===== config.mk =====
export PLATFORM = sky130hd
export DESIGN_NAME = i2c_target
export DESIGN_NICKNAME = d
export VERILOG_FILES = /design/src/rtl/i2c_target_pkg.sv /design/src/rtl/i2c_line_sync.sv /design/src/rtl/i2c_target.sv
export SDC_FILE = /design/constraint.sdc
export NUM_CORES = 1
export LEC_CHECK = 0
export CORE_MARGIN = 3
export CORE_UTILIZATION = 25
export CTS_CLUSTER_DIAMETER = 60
export DETAILED_ROUTE_END_ITERATION = 12
export SLEW_MARGIN = 20
export SYNTH_ARGS = -nofsm -noshare
export SYNTH_HDL_FRONTEND = slang
export SYNTH_SLANG_ARGS = --single-unit

===== constraint.sdc =====
create_clock -name clk -period 2.84 [get_ports clk]
set_input_delay 0.426 -clock clk [delete_from_list [all_inputs] [get_ports clk]]
set_output_delay 0.426 -clock clk [all_outputs]
set_load 0.01 [all_outputs]

===== src/rtl/i2c_target_pkg.sv =====
// Shared definitions for the I2C target: FSM state encoding, R/W bit values
// and the default 7-bit device address.
package i2c_target_pkg;

  localparam logic [6:0] I2C_DEV_ADDR_DEFAULT = 7'h1D;
  localparam logic       I2C_RW_WRITE         = 1'b0;
  localparam logic       I2C_RW_READ          = 1'b1;

  typedef enum logic [3:0] {
    ST_IDLE,
    ST_ADDR,
    ST_ADDR_ACK,
    ST_PTR,
    ST_PTR_ACK,
    ST_WDATA,
    ST_WDATA_ACK,
    ST_RDATA,
    ST_RDATA_ACK,
    ST_IGNORE
  } state_t;

endpackage


===== src/rtl/i2c_line_sync.sv =====
// Two-flop synchronizer plus history flop for SCL/SDA, producing SCL edge
// strobes and START/STOP detection on the synchronized values.
module i2c_line_sync (
  input  logic clk,
  input  logic rst,
  input  logic scl_in,
  input  logic sda_in,
  output logic sda,
  output logic scl_rise,
  output logic scl_fall,
  output logic start_det,
  output logic stop_det
);

  // [0] metastability stage, [1] synchronized value, [2] previous synchronized value
  logic [2:0] scl_sr;
  logic [2:0] sda_sr;

  always_ff @(posedge clk) begin
    if (rst) begin
      scl_sr <= '1;
      sda_sr <= '1;
    end else begin
      scl_sr <= {scl_sr[1:0], scl_in};
      sda_sr <= {sda_sr[1:0], sda_in};
    end
  end

  assign sda       = sda_sr[1];
  assign scl_rise  = scl_sr[1] & ~scl_sr[2];
  assign scl_fall  = ~scl_sr[1] & scl_sr[2];
  assign start_det = scl_sr[1] & scl_sr[2] & sda_sr[2] & ~sda_sr[1];
  assign stop_det  = scl_sr[1] & scl_sr[2] & ~sda_sr[2] & sda_sr[1];

endmodule


===== src/rtl/i2c_target.sv =====
// I2C target with a byte register pointer and an internal register bank;
// open-drain SDA only, never stretches SCL.
//
// state        | meaning
// ST_IDLE      | bus free or not addressed
// ST_ADDR      | shifting in address + R/W
// ST_ADDR_ACK  | driving ACK for address
// ST_PTR       | shifting in register pointer
// ST_PTR_ACK   | driving ACK for pointer
// ST_WDATA     | shifting in a write byte
// ST_WDATA_ACK | driving ACK for a write byte
// ST_RDATA     | driving a read byte
// ST_RDATA_ACK | sampling controller ACK/NACK
// ST_IGNORE    | not for us, wait for START/STOP
module i2c_target
  import i2c_target_pkg::*;
#(
  parameter logic [6:0] DEV_ADDR  = I2C_DEV_ADDR_DEFAULT,
  parameter int         NUM_REGS  = 64,
  parameter int         PTR_WIDTH = 6
) (
  input  logic                 clk,
  input  logic                 rst,
  input  logic                 scl_in,
  input  logic                 sda_in,
  output logic                 sda_oe,
  input  logic                 loc_we,
  input  logic [PTR_WIDTH-1:0] loc_addr,
  input  logic [7:0]           loc_wdata,
  output logic                 wr_valid,
  output logic [PTR_WIDTH-1:0] wr_addr,
  output logic [7:0]           wr_data,
  output logic                 busy
);

  logic sda_s, scl_rise, scl_fall, start_det, stop_det;

  i2c_line_sync u_sync (
    .clk       (clk),
    .rst       (rst),
    .scl_in    (scl_in),
    .sda_in    (sda_in),
    .sda       (sda_s),
    .scl_rise  (scl_rise),
    .scl_fall  (scl_fall),
    .start_det (start_det),
    .stop_det  (stop_det)
  );

  logic [7:0] bank [NUM_REGS];

  state_t               state_q, state_d;
  logic [3:0]           bit_cnt_q, bit_cnt_d;
  logic [7:0]           shift_q, shift_d;
  logic [7:0]           tx_q, tx_d;
  logic [PTR_WIDTH-1:0] ptr_q, ptr_d, ptr_inc;
  logic                 sda_oe_d, busy_d, wr_valid_d;
  logic [PTR_WIDTH-1:0] wr_addr_d;
  logic [7:0]           wr_data_d;
  logic                 i2c_we;
  logic [7:0]           rd_byte;
  logic                 byte_done;

  assign ptr_inc   = (ptr_q == PTR_WIDTH'(NUM_REGS - 1)) ? '0 : ptr_q + PTR_WIDTH'(1);
  assign byte_done = (bit_cnt_q == 4'd8);
  assign rd_byte   = bank[ptr_q];

  always_ff @(posedge clk) begin
    if (rst) begin
      state_q   <= ST_IDLE;
      bit_cnt_q <= '0;
      shift_q   <= '0;
      tx_q      <= '0;
      ptr_q     <= '0;
      sda_oe    <= 1'b0;
      busy      <= 1'b0;
      wr_valid  <= 1'b0;
      wr_addr   <= '0;
      wr_data   <= '0;
    end else begin
      state_q   <= state_d;
      bit_cnt_q <= bit_cnt_d;
      shift_q   <= shift_d;
      tx_q      <= tx_d;
      ptr_q     <= ptr_d;
      sda_oe    <= sda_oe_d;
      busy      <= busy_d;
      wr_valid  <= wr_valid_d;
      wr_addr   <= wr_addr_d;
      wr_data   <= wr_data_d;
    end
  end

  // Local port is written second so it wins a same-address collision.
  always_ff @(posedge clk) begin
    if (i2c_we && !rst) bank[ptr_q] <= shift_q;
    if (loc_we) bank[loc_addr] <= loc_wdata;
  end

  always_comb begin
    state_d    = state_q;
    bit_cnt_d  = bit_cnt_q;
    shift_d    = shift_q;
    tx_d       = tx_q;
    ptr_d      = ptr_q;
    sda_oe_d   = sda_oe;
    busy_d     = busy;
    wr_valid_d = 1'b0;
    wr_addr_d  = wr_addr;
    wr_data_d  = wr_data;
    i2c_we     = 1'b0;

    if (stop_det) begin
      state_d  = ST_IDLE;
      sda_oe_d = 1'b0;
      busy_d   = 1'b0;
    end else if (start_det) begin
      state_d   = ST_ADDR;
      bit_cnt_d = '0;
      sda_oe_d  = 1'b0;
    end else if (scl_rise) begin
      case (state_q)
        ST_ADDR, ST_PTR, ST_WDATA: begin
          shift_d   = {shift_q[6:0], sda_s};
          bit_cnt_d = bit_cnt_q + 4'd1;
        end
        ST_RDATA_ACK: shift_d = {shift_q[6:0], sda_s};
        default: ;
      endcase
    end else if (scl_fall) begin
      case (state_q)
        ST_ADDR: if (byte_done) begin
          bit_cnt_d = '0;
          if (shift_q[7:1] == DEV_ADDR) begin
            sda_oe_d = 1'b1;
            busy_d   = 1'b1;
            state_d  = ST_ADDR_ACK;
          end else begin
            sda_oe_d = 1'b0;
            busy_d   = 1'b0;
            state_d  = ST_IGNORE;
          end
        end
        ST_ADDR_ACK: begin
          sda_oe_d = 1'b0;
          if (shift_q[0] == I2C_RW_READ) begin
            state_d   = ST_RDATA;
            sda_oe_d  = ~rd_byte[7];
            tx_d      = {rd_byte[6:0], 1'b0};
            bit_cnt_d = 4'd1;
          end else begin
            state_d = ST_PTR;
          end
        end
        ST_PTR: if (byte_done) begin
          ptr_d     = shift_q[PTR_WIDTH-1:0];
          sda_oe_d  = 1'b1;
          bit_cnt_d = '0;
          state_d   = ST_PTR_ACK;
        end
        ST_PTR_ACK, ST_WDATA_ACK: begin
          sda_oe_d = 1'b0;
          state_d  = ST_WDATA;
        end
        ST_WDATA: if (byte_done) begin
          i2c_we     = 1'b1;
          wr_valid_d = 1'b1;
          wr_addr_d  = ptr_q;
          wr_data_d  = shift_q;
          ptr_d      = ptr_inc;
          sda_oe_d   = 1'b1;
          bit_cnt_d  = '0;
          state_d    = ST_WDATA_ACK;
        end
        ST_RDATA: begin
          if (byte_done) begin
            sda_oe_d = 1'b0;
            ptr_d    = ptr_inc;
            state_d  = ST_RDATA_ACK;
          end else begin
            sda_oe_d  = ~tx_q[7];
            tx_d      = {tx_q[6:0], 1'b0};
            bit_cnt_d = bit_cnt_q + 4'd1;
          end
        end
        ST_RDATA_ACK: begin
          if (shift_q[0] == 1'b0) begin
            state_d   = ST_RDATA;
            sda_oe_d  = ~rd_byte[7];
            tx_d      = {rd_byte[6:0], 1'b0};
            bit_cnt_d = 4'd1;
          end else begin
            state_d = ST_IGNORE;
          end
        end
        default: ;
      endcase
    end
  end

endmodule


==> impl_metrics.json, run 1 <==
{
  "max_slew.worst_pin.slew_ns": 1.09,
  "skew_ns": 0.0278,
  "cpLargestDelayFamily": "simple AND/OR/NAND/NOR gates",
  "totalNegativeSetupSlack_ns": 0,
  "postSynthAreaPerCell_um2": 14.6,
  "drt_iter0_markers": 1825,
  "detail_route.wirelength_um": 89000,
  "setup_repair_after_global_routing_missed_its_margin": "no",
  "place.port_buffers": 35,
  "cp_num_buf_inv": 4,
  "endpoint_kind": "register",
  "path_cells": "inv_1 > ha_1 > nor2b_1 > nand2_1 > nor4_4 > buf_4 > and2_1 > nand2_1 > buf_12 > o21ai_0 > buf_4",
  "synth.net_count": 2075,
  "antenna_cells_inserted": 0,
  "vias": 18800,
  "initial_utilization_pct": 25.2,
  "cellPowerDensity_nw_per_um2": 513,
  "dp.final_hpwl_um": 56200,
  "synth.yosys.seq_area_share_pct": 55.4,
  "worst_r2r_startpoint": "u_sync.scl_sr[2]",
  "post_synth_most_frequent_cells": "sky130_fd_sc_hd__mux2_2, sky130_fd_sc_hd__edfxtp_1, sky130_fd_sc_hd__clkbuf_1",
  "floorplan.rows": 126,
  "postSynth.asyncResetShare_pct": 0,
  "worstPathArrival_ns": 2.95,
  "remaining_drc_errors": 0,
  "static_leakage_nw": 12.2,
  "route.detailed.wl_per_inst_um": 23.8,
  "required_ns": 3.16,
  "timing.final.setup_violations": 0,
  "crit_slowest_cell": "sky130_fd_sc_hd__dfxtp_1",
  "synth_instances": 2049,
  "globalRouteTotalUtil_pct": 14.2,
  "num_io_pins": 36,
  "hold_path.class": "input port to register",
  "post-synth-top-area-cell": "sky130_fd_sc_hd__edfxtp_1",
  "cts.htree.levels": 3,
  "grt_start_max_net_pins": 69,
  "overflow": 0,
  "cp-startpoint": "u_sync.scl_sr[2]",
  "cts.sink_count": 570,
  "clock_tree_from_tritoncts": "yes",
  "clkSlewWorstSetupHoldPaths_ns": 0.06,
  "clockRootBuffer": "sky130_fd_sc_hd__clkbuf_16",
  "area_growth_pct": 17.9,
  "design.core.area_um2": 118000,
  "final_min_period_over_clock_period_pct": 92.5,
  "run_status": "completed",
  "setup.reg_to_reg.worst_slack_ns": 0.21,
  "synth_top_cell_area_share_pct": 51.5,
  "synth_flop_cell": "sky130_fd_sc_hd__edfxtp_1",
  "ys_ff_latch": 570,
  "dieArea_um2": 124000,
  "cts_buffers": 67,
  "die-height_um": 351,
  "critical_path_class": "register to register",
  "finalHoldViolations": 0,
  "vias_per_cell": 5.04,
  "clockBufferDepth": 3,
  "synthesis.area_um2": 29800,
  "fmaxAchievable_mhz": 381,
  "finalWeightedCongestion": 0.824,
  "antenna_found_initial": 2,
  "fin_crit_ns": 2.63,
  "vdd.ir_drop.worst_mv": 0.337,
  "synth_edf_count": 512,
  "cap_violations": 0,
  "design_power_total_mw": 18.1,
  "report.final.slew_viol_count": 0,
  "synthMostInstantiatedCell": "sky130_fd_sc_hd__mux2_2",
  "worst_skew_pair.late_latency_ns": 0.61,
  "ant_nets": 0,
  "slew_headroom_pct": 27.4,
  "nNetsFinal": 2176,
  "cp_slowest_stage_delay_ns": 0.38,
  "drive_gt1_share_pct": 44.8,
  "critical_path_peak_fanout": 7,
  "netlist-cell-type-count": 67,
  "detail_route.first_pass.iterations": 5,
  "hold_path.startpoint": "rst",
  "worstSetupStartpointType": "register",
  "yosys_warnings": 0,
  "die_w_um": 351,
  "grt_first_pass_wirelength_um": 131000,
  "synth_top_cells_by_area": "sky130_fd_sc_hd__edfxtp_1, sky130_fd_sc_hd__mux2_2, sky130_fd_sc_hd__mux4_2",
  "number_of_global_route_vias_before_repair": 18600
}
==> routing by layer <==
metal  GRT usage (%)  wire length (um)  vias to the layer above
met1            20.1             39800                     9803
met5               0                 0                        -
met4            5.01              2740                        0
li1                -                 -                     8212
met3            2.21              5850                      123
met2            22.1             40700                      700
==> kinds of logic after synthesis <==
family	Yosys count	synth area share, %
buffers and inverters	220	3.26
AOI/OAI and AO/OA	220	4.73
and+or+nand+nor	312	5.24
xor gates and xnor gates	4	0.117
DFF	570	55.4
muxes	716	30.9
adders and majority gates	7	0.294
==> final timing paths <==
path                            to  depth (start not counted)
setup / recovery       bank[20][5]                         11
setup reg to reg       bank[20][5]                         11
hold / removal            wr_valid                          4
hold reg to reg   u_sync.sda_sr[1]                          1
==> per-stage QoR <==
step	setup WS, ns	cells	instance area [um^2]	utilization, %	hold slack [ns]
6_report	0.212	3735	35200	29.7	0.348
5_1_grt	0.00137	3735	35200	29.7	0.364
4_1_cts	0.0602	3735	35200	29.7	0.322
3_5_place_dp	0.0539	3617	33000	27.9	0.405
3_3_place_gp	0.0653	3617	33000	27.9	0.403
2_1_floorplan	0.138	2049	29800	-	0.389
==> flip-flops by register name, indices dropped and copies added (netlist names), 3 cells and up, named ones only <==
signal and cells:
shift_q 8, state_q 4, u_sync.scl_sr 3, ptr_q 6
bit_cnt_q 4, u_sync.sda_sr 3, wr_data 8, wr_addr 6
bank 512, tx_q 7
==> worst register-to-register path, delay by kind of cell, from the launching register on <==
kind | cells | cell delay (ns)
AND/OR/NAND/NOR | 5 | 0.92
adder cells (fa/ha/maj) | 1 | 0.19
buffers and inverters | 4 | 0.63
AO/OA/AOI/OAI | 1 | 0.26
flip-flops | 1 | 0.38
==> where the power goes <==
part | total (mW) | switching (mW) | internal [mW]
Clock | 8.51 | 3.51 | 5.00
Combinational | 0.487 | 0.334 | 0.154
Sequential | 9.05 | 0.0104 | 9.04
Total | 18.1 | 3.85 | 14.2
==> repair_timing <==
| item | CTS | global route |
|---|---|---|
| endpoints found under the setup margin | 0 | 15 |
| buffers inserted | 0 | 0 |
| resized for setup | 0 | 2 |
| hold buffers | 0 | 0 |
==> cells in the final DEF, fill, tap and decap left out, types with 7 or more instances in the layout <==
master / synthesis / final
sky130_fd_sc_hd__a211oi_1: 8 / 8
sky130_fd_sc_hd__a21oi_1: 43 / 43
sky130_fd_sc_hd__a22oi_1: 24 / 24
sky130_fd_sc_hd__a31oi_1: 10 / 10
sky130_fd_sc_hd__buf_12: 0 / 25
sky130_fd_sc_hd__buf_2: 24 / 9
sky130_fd_sc_hd__buf_4: 11 / 182
sky130_fd_sc_hd__clkbuf_1: 150 / 15
sky130_fd_sc_hd__clkbuf_16: 0 / 71
sky130_fd_sc_hd__clkdlybuf4s50_1: 0 / 26
sky130_fd_sc_hd__clkinv_1: 1 / 13
sky130_fd_sc_hd__dfxtp_1: 58 / 47
sky130_fd_sc_hd__dfxtp_2: 0 / 8
sky130_fd_sc_hd__edfxtp_1: 512 / 512
sky130_fd_sc_hd__ha_1: 7 / 7
sky130_fd_sc_hd__inv_1: 8 / 8
sky130_fd_sc_hd__mux2_2: 518 / 518
sky130_fd_sc_hd__mux2i_1: 85 / 85
sky130_fd_sc_hd__mux4_2: 113 / 113
sky130_fd_sc_hd__nand2_1: 95 / 95
sky130_fd_sc_hd__nand2b_1: 13 / 13
sky130_fd_sc_hd__nand3_1: 20 / 20
sky130_fd_sc_hd__nand3b_1: 7 / 7
sky130_fd_sc_hd__nor2_1: 86 / 86
sky130_fd_sc_hd__nor2_2: 11 / 11
sky130_fd_sc_hd__nor2b_1: 13 / 13
sky130_fd_sc_hd__nor3_1: 8 / 8
sky130_fd_sc_hd__o211ai_1: 9 / 9
sky130_fd_sc_hd__o21ai_0: 46 / 45
sky130_fd_sc_hd__o21bai_1: 8 / 7
sky130_fd_sc_hd__o22ai_1: 34 / 34
sky130_fd_sc_hd__or2_2: 11 / 11
==> layout make-up <==
class	count	area, um^2
Clock buffer	88	1860
Clock inverter	30	285
Fill cell	11900	83100
Inverter	10	37.5
Multi-Input combinational cell	1259	12300
Sequential cell	570	16600
Tap cell	1536	1920
Timing Repair Buffer	242	2170
Note: power is estimated with default switching activity, not from simulation.
==> run 2: changes to the inputs <==
==> constraint.sdc (replaced) <==
create_clock -name clk -period 2.84 [get_ports clk]
set_input_delay 0.852 -clock clk [delete_from_list [all_inputs] [get_ports clk]]
set_output_delay 0.852 -clock clk [all_outputs]
set_load 0.01 [all_outputs]
==> run 2 against run 1 <==
Effect of this change:
- critical path depth fell by 2
- via count grew 3.0%
- first-iteration DRC count grew 4.9%
- count of clock-buffer cells in the layout decreased by 4
- clock skew down 0.00085 ns
- clock power fell by 0.8%
- core utilization grew 1.0 points
- cell count rose by 3.4%
- critical path type unchanged
- largest power group unchanged
==> impl_metrics.json, run 2 (synthesis gave the netlist of run 1 again) <==
{
  "critical_path_class": "register to register",
  "detail_route.first_pass.iterations": 5,
  "hold-worst-slack_ns": 0.412,
  "globalRouteTotalUtil_pct": 14.7,
  "cts_buffers": 67,
  "hold_path.class": "register to register",
  "fmaxAchievable_mhz": 379,
  "worst_skew_pair.late_latency_ns": 0.62,
  "cellInternalPower_mw": 14.1,
  "critical_path_peak_fanout": 6,
  "netSwitchingPower_mw": 3.92,
  "cpLargestDelayFamily": "simple AND/OR/NAND/NOR gates",
  "number_of_global_route_vias_before_repair": 19300,
  "worstSetupStartpointType": "register",
  "overflow": 0,
  "crit_slowest_cell": "sky130_fd_sc_hd__dfxtp_1",
  "endpoint_kind": "register",
  "largest-register": "bank",
  "cellPowerDensity_nw_per_um2": 496,
  "net_switching_fraction_of_the_power_pct": 21.8,
  "finalWeightedCongestion": 0.848,
  "fin_crit_ns": 2.64,
  "largest_register_ff_count": 512,
  "power.combinational.fraction_pct": 3.0,
  "design.core.area_um2": 118000,
  "clockBufferDepth": 3,
  "remaining_drc_errors": 0,
  "biggestRegsByFlops": "bank x512, shift_q x8, wr_data x8",
  "cp_num_buf_inv": 3,
  "vias_per_cell": 5.02,
  "timing.final.setup_violations": 0,
  "cts.sink_count": 570,
  "num_io_pins": 36,
  "path_cells": "ha_1 > a21o_1 > nor4_4 > buf_4 > and2b_1 > nand3_1 > buf_4 > o21ai_2 > buf_4",
  "ant_nets": 0,
  "commonest_cells_after_routing_fill_and_taps_aside": "sky130_fd_sc_hd__mux2_2, sky130_fd_sc_hd__edfxtp_1, sky130_fd_sc_hd__buf_4",
  "detail_route.wirelength_um": 92300,
  "place.port_buffers": 35,
  "cp_slowest_stage_delay_ns": 0.34,
  "finalHoldViolations": 0,
  "seq_power_share_pct": 50.2,
  "vias": 19400,
  "die-height_um": 351,
  "clkSlewWorstSetupHoldPaths_ns": 0.06,
  "slew_headroom_pct": 31.7,
  "final_common_cell": "sky130_fd_sc_hd__mux2_2",
  "final_min_period_over_clock_period_pct": 93.0,
  "static_leakage_nw": 12.9,
  "clockRootBuffer": "sky130_fd_sc_hd__clkbuf_16",
  "nNetsFinal": 2297,
  "clock_power_share_pct": 46.8,
  "route.detailed.wl_per_inst_um": 23.9,
  "max_slew.worst_pin.slew_ns": 1.02,
  "cap_violations": 0,
  "area_growth_pct": 21.9,
  "drive_gt1_share_pct": 48.0,
  "skew_ns": 0.0270,
  "cts.htree.levels": 3,
  "grt_first_pass_wirelength_um": 136000,
  "grt_start_max_net_pins": 69,
  "run_status": "completed",
  "clock_tree_from_tritoncts": "yes",
  "drt_iter0_markers": 1914,
  "initial_utilization_pct": 25.2,
  "vdd.ir_drop.worst_mv": 0.399,
  "report.final.slew_viol_count": 0,
  "worst_path_most_repeated_cell": "sky130_fd_sc_hd__buf_4",
  "floorplan.rows": 126,
  "setup_repair_after_global_routing_missed_its_margin": "no",
  "count_of_hold_fix_buffers_inserted_at_cts": 0,
  "worstPathArrival_ns": 2.95,
  "layout.core_utilization_pct": 30.8,
  "design_power_total_mw": 18.0,
  "fin_area_um2": 36400,
  "detailed_place.area_um2": 34200,
  "dieArea_um2": 124000,
  "die_w_um": 351,
  "dp.final_hpwl_um": 60500,
  "antenna_found_initial": 5,
  "required_ns": 3.15
}
-- run 2: cell types whose count changed in the layout (fill, tap and decap cells not counted), moves of 5 or more --
cell,change
sky130_fd_sc_hd__buf_12,+22
sky130_fd_sc_hd__buf_4,+100
sky130_fd_sc_hd__clkinv_1,+5
sky130_fd_sc_hd__o21ai_0,-10
sky130_fd_sc_hd__o21ai_1,+9
-- run 2: final timing paths --
path	from	endpoint	slack, ns	cells after the start
max	u_sync.scl_sr[2]	bank[3][5]	0.20	9
min	u_sync.sda_sr[0]	u_sync.sda_sr[1]	0.41	1
max reg2reg	u_sync.scl_sr[2]	bank[3][5]	0.20	9
min reg2reg	u_sync.sda_sr[0]	u_sync.sda_sr[1]	0.41	1
-- run 2: power by group through the flow --
stage	Clock [mW]	Combinational (mW)	Sequential, mW
finish	8.44	0.533	9.05
global route	8.94	0.561	9.05
CTS	8.62	0.529	9.05
detailed placement	0	0.528	9.23
global placement	0	0.526	9.23
floorplan	0	0.258	9.23
-- run 2: area by class of cell --
cell class                      instances  area [um^2]
Multi-Input combinational cell       1259        12400
Sequential cell                       570        16600
Timing Repair Buffer                  363         3360
Inverter                               10         37.5
Clock inverter                         39          328
Clock buffer                           84         1790
Antenna cell                            1         2.50
Fill cell                           11800        81900
Tap cell                             1536         1920
-- run 2: metal layers --
layer,vias up,track usage (%),wire length (um)
met4,0,5.10,2810
met3,128,1.86,5570
met5,-,0,0
met2,696,24.2,44000
met1,10100,20.1,39900
li1,8462,-,-
-- run 2: stage by stage --
stage               cells  TNS (ns)  setup slack, ns
floorplan            2049    -23.73           -0.140
global placement     3732    -84.06           -0.278
global route         3861         0          0.00882
CTS                  3855         0           0.0217
detailed placement   3732    -86.92           -0.297
finish               3862         0            0.199
-- run 2: repair_timing --
item / in CTS / in global routing
buffers inserted: 0 / 6
cloned: 0 / 0
setup endpoints to repair: 1 / 328
resized for setup: 1 / 3
pin swaps: 0 / 1
hold endpoints to repair: 0 / 0
